[src/rtl/rb_pkg.sv]
// Shared definitions for the register bank: default widths, the
// hardwired-zero register index and the clear-engine state type.
package rb_pkg;

  localparam int DEF_DATA_W = 32;
  localparam int DEF_ADDR_W = 5;

  // Index of the register that always reads as zero.
  localparam int R0 = 0;

  typedef enum logic {
    CLEAR = 1'b0,
    READY = 1'b1
  } rb_state_e;

endpackage

[src/rtl/reg_bank_init.sv]
// Clear engine for the register bank. After reset it walks the register
// indices 1..NREGS-1 one per clock, requesting a zero write for each, and
// holds busy high until the last register has been cleared.
module reg_bank_init
  import rb_pkg::*;
#(
  parameter int ADDR_W = DEF_ADDR_W
) (
  input  logic              clock,
  input  logic              reset,
  output logic              busy,
  output logic              clr_we,
  output logic [ADDR_W-1:0] clr_addr
);

  localparam logic [ADDR_W-1:0] LAST_IDX  = {ADDR_W{1'b1}};
  localparam logic [ADDR_W-1:0] FIRST_IDX = {{(ADDR_W-1){1'b0}}, 1'b1};
  localparam logic [ADDR_W-1:0] IDX_STEP  = {{(ADDR_W-1){1'b0}}, 1'b1};

  rb_state_e         state_q, state_d;
  logic [ADDR_W-1:0] cnt_q, cnt_d;

  // State and counter registers; reset restarts the clear walk at index 1.
  always_ff @(posedge clock) begin
    if (reset) begin
      state_q <= CLEAR;
      cnt_q   <= FIRST_IDX;
    end else begin
      state_q <= state_d;
      cnt_q   <= cnt_d;
    end
  end

  // Next-state logic and clear-write request; the counter holds once the
  // last index is reached so it can never wrap.
  always_comb begin
    state_d  = state_q;
    cnt_d    = cnt_q;
    busy     = 1'b0;
    clr_we   = 1'b0;
    clr_addr = cnt_q;
    case (state_q)
      CLEAR: begin
        busy   = 1'b1;
        clr_we = 1'b1;
        if (cnt_q == LAST_IDX) begin
          state_d = READY;
          cnt_d   = cnt_q;
        end else begin
          state_d = CLEAR;
          cnt_d   = cnt_q + IDX_STEP;
        end
      end
      READY: begin
        state_d = READY;
        cnt_d   = cnt_q;
      end
      default: begin
        state_d = CLEAR;
        cnt_d   = FIRST_IDX;
      end
    endcase
  end

endmodule

[src/rtl/reg_bank.sv]
// Register bank on the receive side of the write-back path.
// Two combinational read ports, one synchronous write port, register 0
// hardwired to zero, and a post-reset clear engine that zeroes every
// register while busy is high. Writes arriving while busy are dropped and
// flagged on the sticky wr_dropped output.
// Optional build macro REG_BANK_BYPASS_EN: when defined, a read that hits
// the register being written in the same cycle returns in_WB directly.
module reg_bank
  import rb_pkg::*;
#(
  parameter int DATA_W = DEF_DATA_W,
  parameter int ADDR_W = DEF_ADDR_W
) (
  input  logic              clock,
  input  logic              reset,
  input  logic              WE_RB,
  input  logic [ADDR_W-1:0] addr_W,
  input  logic [DATA_W-1:0] in_WB,
  input  logic [ADDR_W-1:0] addr_A,
  input  logic [ADDR_W-1:0] addr_B,
  output logic [DATA_W-1:0] out_A,
  output logic [DATA_W-1:0] out_B,
  output logic              busy,
  output logic              wr_dropped
);

  localparam int                NREGS   = 1 << ADDR_W;
  localparam logic [ADDR_W-1:0] R0_ADDR = ADDR_W'(R0);
  localparam logic [DATA_W-1:0] ZERO_W  = {DATA_W{1'b0}};

  logic                busy_s;
  logic                clr_we_s;
  logic [ADDR_W-1:0]   clr_addr_s;
  logic                wr_en_s;
  logic [ADDR_W-1:0]   wr_addr_s;
  logic [DATA_W-1:0]   wr_data_s;
  logic                drop_s;
  logic                wr_dropped_q;
  logic [DATA_W-1:0]   regs_q [NREGS];

  reg_bank_init #(
    .ADDR_W (ADDR_W)
  ) u_init (
    .clock    (clock),
    .reset    (reset),
    .busy     (busy_s),
    .clr_we   (clr_we_s),
    .clr_addr (clr_addr_s)
  );

  // Write-port mux: the clear engine owns the port while busy; otherwise
  // the control unit writes, with register 0 writes discarded.
  always_comb begin
    wr_en_s   = 1'b0;
    wr_addr_s = clr_addr_s;
    wr_data_s = ZERO_W;
    if (reset) begin
      wr_en_s = 1'b0;
    end else if (busy_s) begin
      wr_en_s   = clr_we_s;
      wr_addr_s = clr_addr_s;
      wr_data_s = ZERO_W;
    end else begin
      wr_en_s   = WE_RB && (addr_W != R0_ADDR);
      wr_addr_s = addr_W;
      wr_data_s = in_WB;
    end
  end

  // Storage for registers 1..NREGS-1; entry 0 is never written and never
  // observed because reads of index 0 are forced to zero.
  always_ff @(posedge clock) begin
    for (int i = 1; i < NREGS; i++) begin
      if (wr_en_s && (wr_addr_s == ADDR_W'(i))) begin
        regs_q[i] <= wr_data_s;
      end else begin
        regs_q[i] <= regs_q[i];
      end
    end
  end

  // A real write (non-zero index) lost to the clear sequence.
  always_comb begin
    drop_s = busy_s && WE_RB && (addr_W != R0_ADDR);
  end

  // Sticky dropped-write flag, cleared only by reset.
  always_ff @(posedge clock) begin
    if (reset) begin
      wr_dropped_q <= 1'b0;
    end else if (drop_s) begin
      wr_dropped_q <= 1'b1;
    end else begin
      wr_dropped_q <= wr_dropped_q;
    end
  end

  // Read ports: zero while clearing or for index 0, optional write-through,
  // otherwise the stored word.
  always_comb begin
    out_A = ZERO_W;
    out_B = ZERO_W;
    if (busy_s || (addr_A == R0_ADDR)) begin
      out_A = ZERO_W;
`ifdef REG_BANK_BYPASS_EN
    end else if (WE_RB && (addr_W != R0_ADDR) && (addr_A == addr_W)) begin
      out_A = in_WB;
`endif
    end else begin
      out_A = regs_q[addr_A];
    end
    if (busy_s || (addr_B == R0_ADDR)) begin
      out_B = ZERO_W;
`ifdef REG_BANK_BYPASS_EN
    end else if (WE_RB && (addr_W != R0_ADDR) && (addr_B == addr_W)) begin
      out_B = in_WB;
`endif
    end else begin
      out_B = regs_q[addr_B];
    end
  end

  assign busy       = busy_s;
  assign wr_dropped = wr_dropped_q;

endmodule

[config.mk]
export PLATFORM = sky130hd
export DESIGN_NAME = reg_bank
export DESIGN_NICKNAME = d
export VERILOG_FILES = /design/src/rtl/rb_pkg.sv /design/src/rtl/reg_bank_init.sv /design/src/rtl/reg_bank.sv
export SDC_FILE = /design/constraint.sdc
export NUM_CORES = 1
export LEC_CHECK = 0
export ABC_AREA = 1
export ABC_CLOCK_PERIOD_IN_PS = 7300
export CAP_MARGIN = 20
export CELL_PAD_IN_SITES_DETAIL_PLACEMENT = 1
export CELL_PAD_IN_SITES_GLOBAL_PLACEMENT = 1
export CORE_MARGIN = 2
export CORE_UTILIZATION = 32
export DETAILED_ROUTE_END_ITERATION = 6
export PLACE_DENSITY_LB_ADDON = 0.1
export SLEW_MARGIN = 25
export SYNTH_ARGS = -nofsm -noshare
export SYNTH_HDL_FRONTEND = slang
export SYNTH_HIERARCHICAL = 1
export SYNTH_SLANG_ARGS = --single-unit
[constraint.sdc]
create_clock -name clock -period 7.3 [get_ports clock]
set_input_delay 1.095 -clock clock [delete_from_list [all_inputs] [get_ports clock]]
set_output_delay 1.095 -clock clock [all_outputs]
set_load 0.005 [all_outputs]
[After elaboration in Yosys (flattened, before gate mapping)]
Memory sizes are Yosys's and may differ from the RTL's.
Index checks and enable logic that the tools add are counted.
Storage, ports and cells
  bits in registers: 7
  RAM bits: 1024
  output and inout port bits: 66
  word-level logic and storage cells: 429
  memories kept: 1
Memory list
  regs_q: words 32, bits a word 32, read ports 2, clocked after memory_dff 0, write ports 1, line reg_bank.sv:39  | logic [DATA_W-1:0] regs_q [NREGS];
Cells by class
  $add $sub $neg: 1
  equality and inequality tests: 64
  muxes and demuxes: 227
  bitwise gates (word level): 32
  reductions and logical operators: 101
Operator list (count)
  2-to-1 mux 32 bit: 65
  OR reduction 32 bit: 30
  2-to-1 mux 5 bit: 34
  2-to-1 mux 1 bit: 127
  == test 5 bit, second input constant: 17
  AND reduction 2 bit: 32
  == test 5 x 4 -> 1 bit, second input constant: 8
  logical AND 1 bit: 34
  inequality test 0 bit: 31
  OR 1 bit: 31
  == test 5 x 3 -> 1 bit, second input constant: 4
  == test 5 x 2 -> 1 bit, second input constant: 2
  logical NOT 5 bit: 2
  adder 5 x 1 -> 5 bit, second input constant: 1
  == test 5 x 1 -> 1 bit, second input constant: 1
  nonzero test 5 bit: 1
  logical OR 1 bit: 2
  inequality test 2 bit, second input constant: 1
  case mux 1 bit (2 select lines): 1
  inverter 1 bit: 1

[Depth between registers and ports, before layout]
  depth after elaboration: 39
  depth in mapped cells: 14
  depth with buffers taken out: 11

[Cells and area by module]
Netlist, hierarchy kept.
By module, submodules not included
  reg_bank: times used 1, cells each 6488, area an instance 52905.7 sq um, sequential area each 29808.6 sq um
  reg_bank_init: times used 1, cells each 37, area an instance 282.8 sq um, sequential area each 120.1 sq um

[Least setup slack after synthesis]
OpenSTA, ideal clock, no wires.
  path kind: input to register
  start: in reset
  end: mem regs_q[13][0] (netlist bit) (enable)
  library setup time: 461 ps
  arrival: 4147 ps
  path slack: 2692 ps
  stages: 6
  path buffers: 1
  cell sequence: buf_2 > nor2_4 > o21ai_0 > nor2_1 > nand3_1 > nor3_1
Between the ends
  longest elaborated chain between the ends: 37
  elaborated cells between the ends (all ways): 309
  classes of those cells: 31 x eq/ne; 155 x mux; 31 x bitwise; 92 x reduce/logical
Ends and longest elaborated chain
  start: declaration: line reg_bank.sv:15  | input logic reset,
  2-to-1 mux 5 bit: line reg_bank.sv:57  | if (reset) begin
  == test 5 x 2 -> 1 bit: line reg_bank.sv:74  | if (wr_en_s && (wr_addr_s == ADDR_W'(i))) begin
  logical AND 1 bit: line reg_bank.sv:74
  2-to-1 mux 1 bit, on equally long branches: line reg_bank.sv:74, reg_bank.sv:77
  2-to-1 mux 1 bit (implied by the code) / AND reduction 2 bit (equally long branches)
  OR 1 bit (no line)
  OR reduction 32 bit (no line)
  2-to-1 mux 5 bit (no line) / 2-to-1 mux 1 bit (equally long branches) (30 in series)
  end: declaration: line reg_bank.sv:39
Parallel ways exist; a longest one is shown, timed or not.

[Final worst setup path]
  start: in addr_B[1]
  end: out out_B[27]
Between the ends
  longest elaborated chain between the ends: 3
  elaborated cells between the ends (all ways): 4
  classes of those cells: 1 x mux; 2 x reduce/logical; 1 x memory
Ends and longest elaborated chain
  start: declaration: line reg_bank.sv:20  | input logic [ADDR_W-1:0] addr_B,
  branches (longest 2 deep; another with memory (32 x 32 bit))
  2-to-1 mux 32 bit *: line reg_bank.sv:112  | if (busy_s || (addr_B == R0_ADDR)) begin
  end: declaration: line reg_bank.sv:22  | output logic [DATA_W-1:0] out_B,
Mark *: on every way between the ends.

==> parameters.txt <==
Parameter                              Value

Run status
  Status    finished, final reports clean

Routing
  WL final    between 200000 and 250000 um
  Via count normalized by instance count    roughly 5.3
  Initial detailed-routing violation count    ~3900
  Average wire per standard cell    ~27 um
  Count of antenna-violating nets left after detailed routing    0
  Total vias in the final route    between 40000 and 50000
  Number of detailed-routing iterations run before antenna repair    5
  DRC violations left    0

Timing
  Slew margin rel.    0.273
  Post-Route Setup TNS    0 ps
  Tcrit/Tclk final    0.763
  Final setup violation count    0
  Peak clock frequency supported by timing    ~180 MHz
  Pin slew with the least headroom to its limit    roughly 1100 ps
  Layout Skew    34.3 ps
  Fin crit period    between 5000 and 6000 ps
  Final slew viol count    0
  Hold Vio Cnt, Final    0
  Setup repair after global routing missed its margin    no

Floorplanning
  Number of rows created at floorplan    between 100 and 150
  Vert. Die Dim    around 410 um
  Core area    165000 um2
  Total I/O pin count    ~120
  DIE AREA    roughly 170000 um2
  Starting density of the core    0.322
  Die Width    approximately 400 um

Logic synthesis
  Warnings, synthesis    6
  Combined area of all synthesized cells    about 53000 um2
  Post-Synthesis Net Count    roughly 6600
  Number of unique standard cell types used by synthesis    32
  Most common flop cell mapped by yosys    edfxtp_1
  Synth area leader    edfxtp_1
  Share of synthesized area occupied by flip-flops and latches    0.563
  Async set-reset flop share out of synthesis    0
  Cells taking the most area after synthesis    edfxtp_1 (56%), nand2_1 (20%), nand3_1 (9.6%), inv_1 (4.5%), buf_2 (2.1%)
  Most frequent cell after synthesis    nand2_1
  Average instance area after synthesis    between 8 and 9 um2
  Post-synth EDFFs    between 900 and 1000
  Cell count after synthesis    roughly 6500
  Post-synthesis register bit count    approximately 1000
  Most used standard cells in the synthesized netlist    nand2_1 (2809), nand3_1 (1023), edfxtp_1 (992), inv_1 (636), nor2_1 (269)
  Post-synth top area share    0.560

Pwr
  Clock share of power    0.435
  Standby leakage power    roughly 26 nW
  Worst IR Drop VDD    roughly 0.19 mV
  Share of power burned in registers    0.465
  Relative contribution of combinational cells to total power    0.100
  Switching power    between 3 and 4 mW
  Internal power contribution    ~9.9 mW
  Net switching fraction of the power    0.265
  Power density of the placed cells    224 nW/um2

CTS
  Reg clk slew, reported paths    ~60 ps
  Clock tree from TritonCTS    done
  Setup fix buffers added after clock tree synthesis    0
  # H-tree levels    3
  Clock latency on the worst-skew pair    approximately 760 ps
  TritonCTS Buffers    121
  Clock Tree Buf Depth    3
  Cells resized by post-CTS repair    0
  Count of hold-fix buffers inserted at cts    0
  Clock root cell    clkbuf_16
  # clock sinks    999

Global route
  Number of antenna violations at the first check in global routing    2
  Grt ovf    0
  All-layer global routing usage    0.280
  Global-route wire length before repair    343000 um
  Number of global-route vias before repair    roughly 47000
  Pin count of the biggest net entering global routing    189

Cells and area
  Post-Layout Cell Count    8789
  Area growth syn-to-layout    13.7%
  Nets    roughly 6500
  Finished layout cell area    just over 60000 um2
  Share of post-route cells with drive strength above 1    0.0634
  Utilization of the core after routing    0.367

Place
  HPWL after DPL    135000 um
  Cell Count Post-Placement    between 8000 and 9000
  Buffers on Ports    approximately 120
  Placed Area    56700 um2
  Final weighted congestion in routability-driven placement    0.803

Critical path
  Arrival time worst endpoint    about 4500 ps
  Classification of the worst setup path    primary input to output pin
  Capturing element type of the critical path    output pin
  Startpoint Class    primary input
  Highest fanout seen on the critical path    44
  Data required time of the worst path    between 6000 and 7000 ps

Run
  Max-cap check violation count    0

Hold path
  Worst hold path type    flop to flop
-- area by class of cell --
cell class	count	area (um2)
inverter	646	2470
clock inverter	65	480
fill	19500	105000
clock buffer	160	3240
tap	2189	2740
multi-input combinational	4465	19000
antenna	3	7.51
timing repair buffer	262	2650
sequential	999	29900
-- metrics by stage --
step | worst slack, ps | power (mW) | hold WS (ps)
2_1_floorplan | 2690 | 7.23 | 461
3_3_place_gp | 1760 | 7.74 | 462
3_5_place_dp | 1790 | 7.75 | 472
4_1_cts | 1740 | 13.6 | 493
5_1_grt | 1600 | 13.9 | 533
6_report | 1730 | 13.5 | 491
-- per-layer routing --
layer	vias to the layer above	track usage	share of wire
met3	285	0.0299	0.043
met4	2	0.0753	0.030
met5	-	0	0.000050
li1	21000	-	-
met2	1151	0.473	0.48
met1	23800	0.382	0.45
-- worst paths after layout --
kind	from	endpoint	slack, ps	cells past startpoint
setup / recovery	addr_B[1]	out_B[27]	1730	12
hold / removal	wr_dropped	wr_dropped	490	2
hold reg to reg	wr_dropped	wr_dropped	490	2
setup reg to reg	u_init/state_q	regs_q[31][6]	3380	7
-- power by group through the flow --
stage	combinational (mW)	clock, mW	sequential, mW
final	1.35	5.89	6.28
after global routing	1.47	6.18	6.29
after CTS	1.35	5.98	6.28
after detailed placement	1.35	0	6.40
after global placement	1.34	0	6.40
after floorplan	0.827	0	6.40
-- cells by family after synthesis --
group / synth area share
AO/OA/AOI/OAI: 0.0320
adder cells (fa/ha/maj): 0.000470
buffers and inverters: 0.0877
flip-flops: 0.563
AND/OR/NAND/NOR: 0.317
-- state kept, by name, summed over array words and instances, names as in the netlist --
register,cells
u_init/state_q,1
wr_dropped,1
regs_q,992
u_init/clr_addr,5
-- placed cells by master (no fill, tap or decap), types with 5 or more instances in the layout --
master           synthesis  routed
clkbuf_16                0     124
bufinv_16                0       7
inv_2                    8       7
clkinv_1                 1      31
nor2_1                 269     208
or2_2                   10      10
dfxtp_1                  7       7
buf_8                    3       5
o21ai_0                168     168
inv_1                  636     631
buf_4                   36     118
clkinv_2                 0      25
edfxtp_1               992     992
nand2_1               2809    2809
nand3_1               1023    1023
nor2_4                   6      45
clkdlybuf4s50_1          0     104
nor2_2                   2      24
a21oi_1                161     161
clkbuf_1                89      36
buf_12                   0      25
-- critical path, stage by stage --
cell and delay, ps:
buf_8 380, inv_8 250, nor2_4 740, nand3_1 140
nand2_1 100, inv_1 40, nand2_1 50, nand2_1 50
nand2_1 100, nor2_1 50, nor2_1 760, clkdlybuf4s50_1 660
No activity file was read; power rests on OpenSTA's default activity.
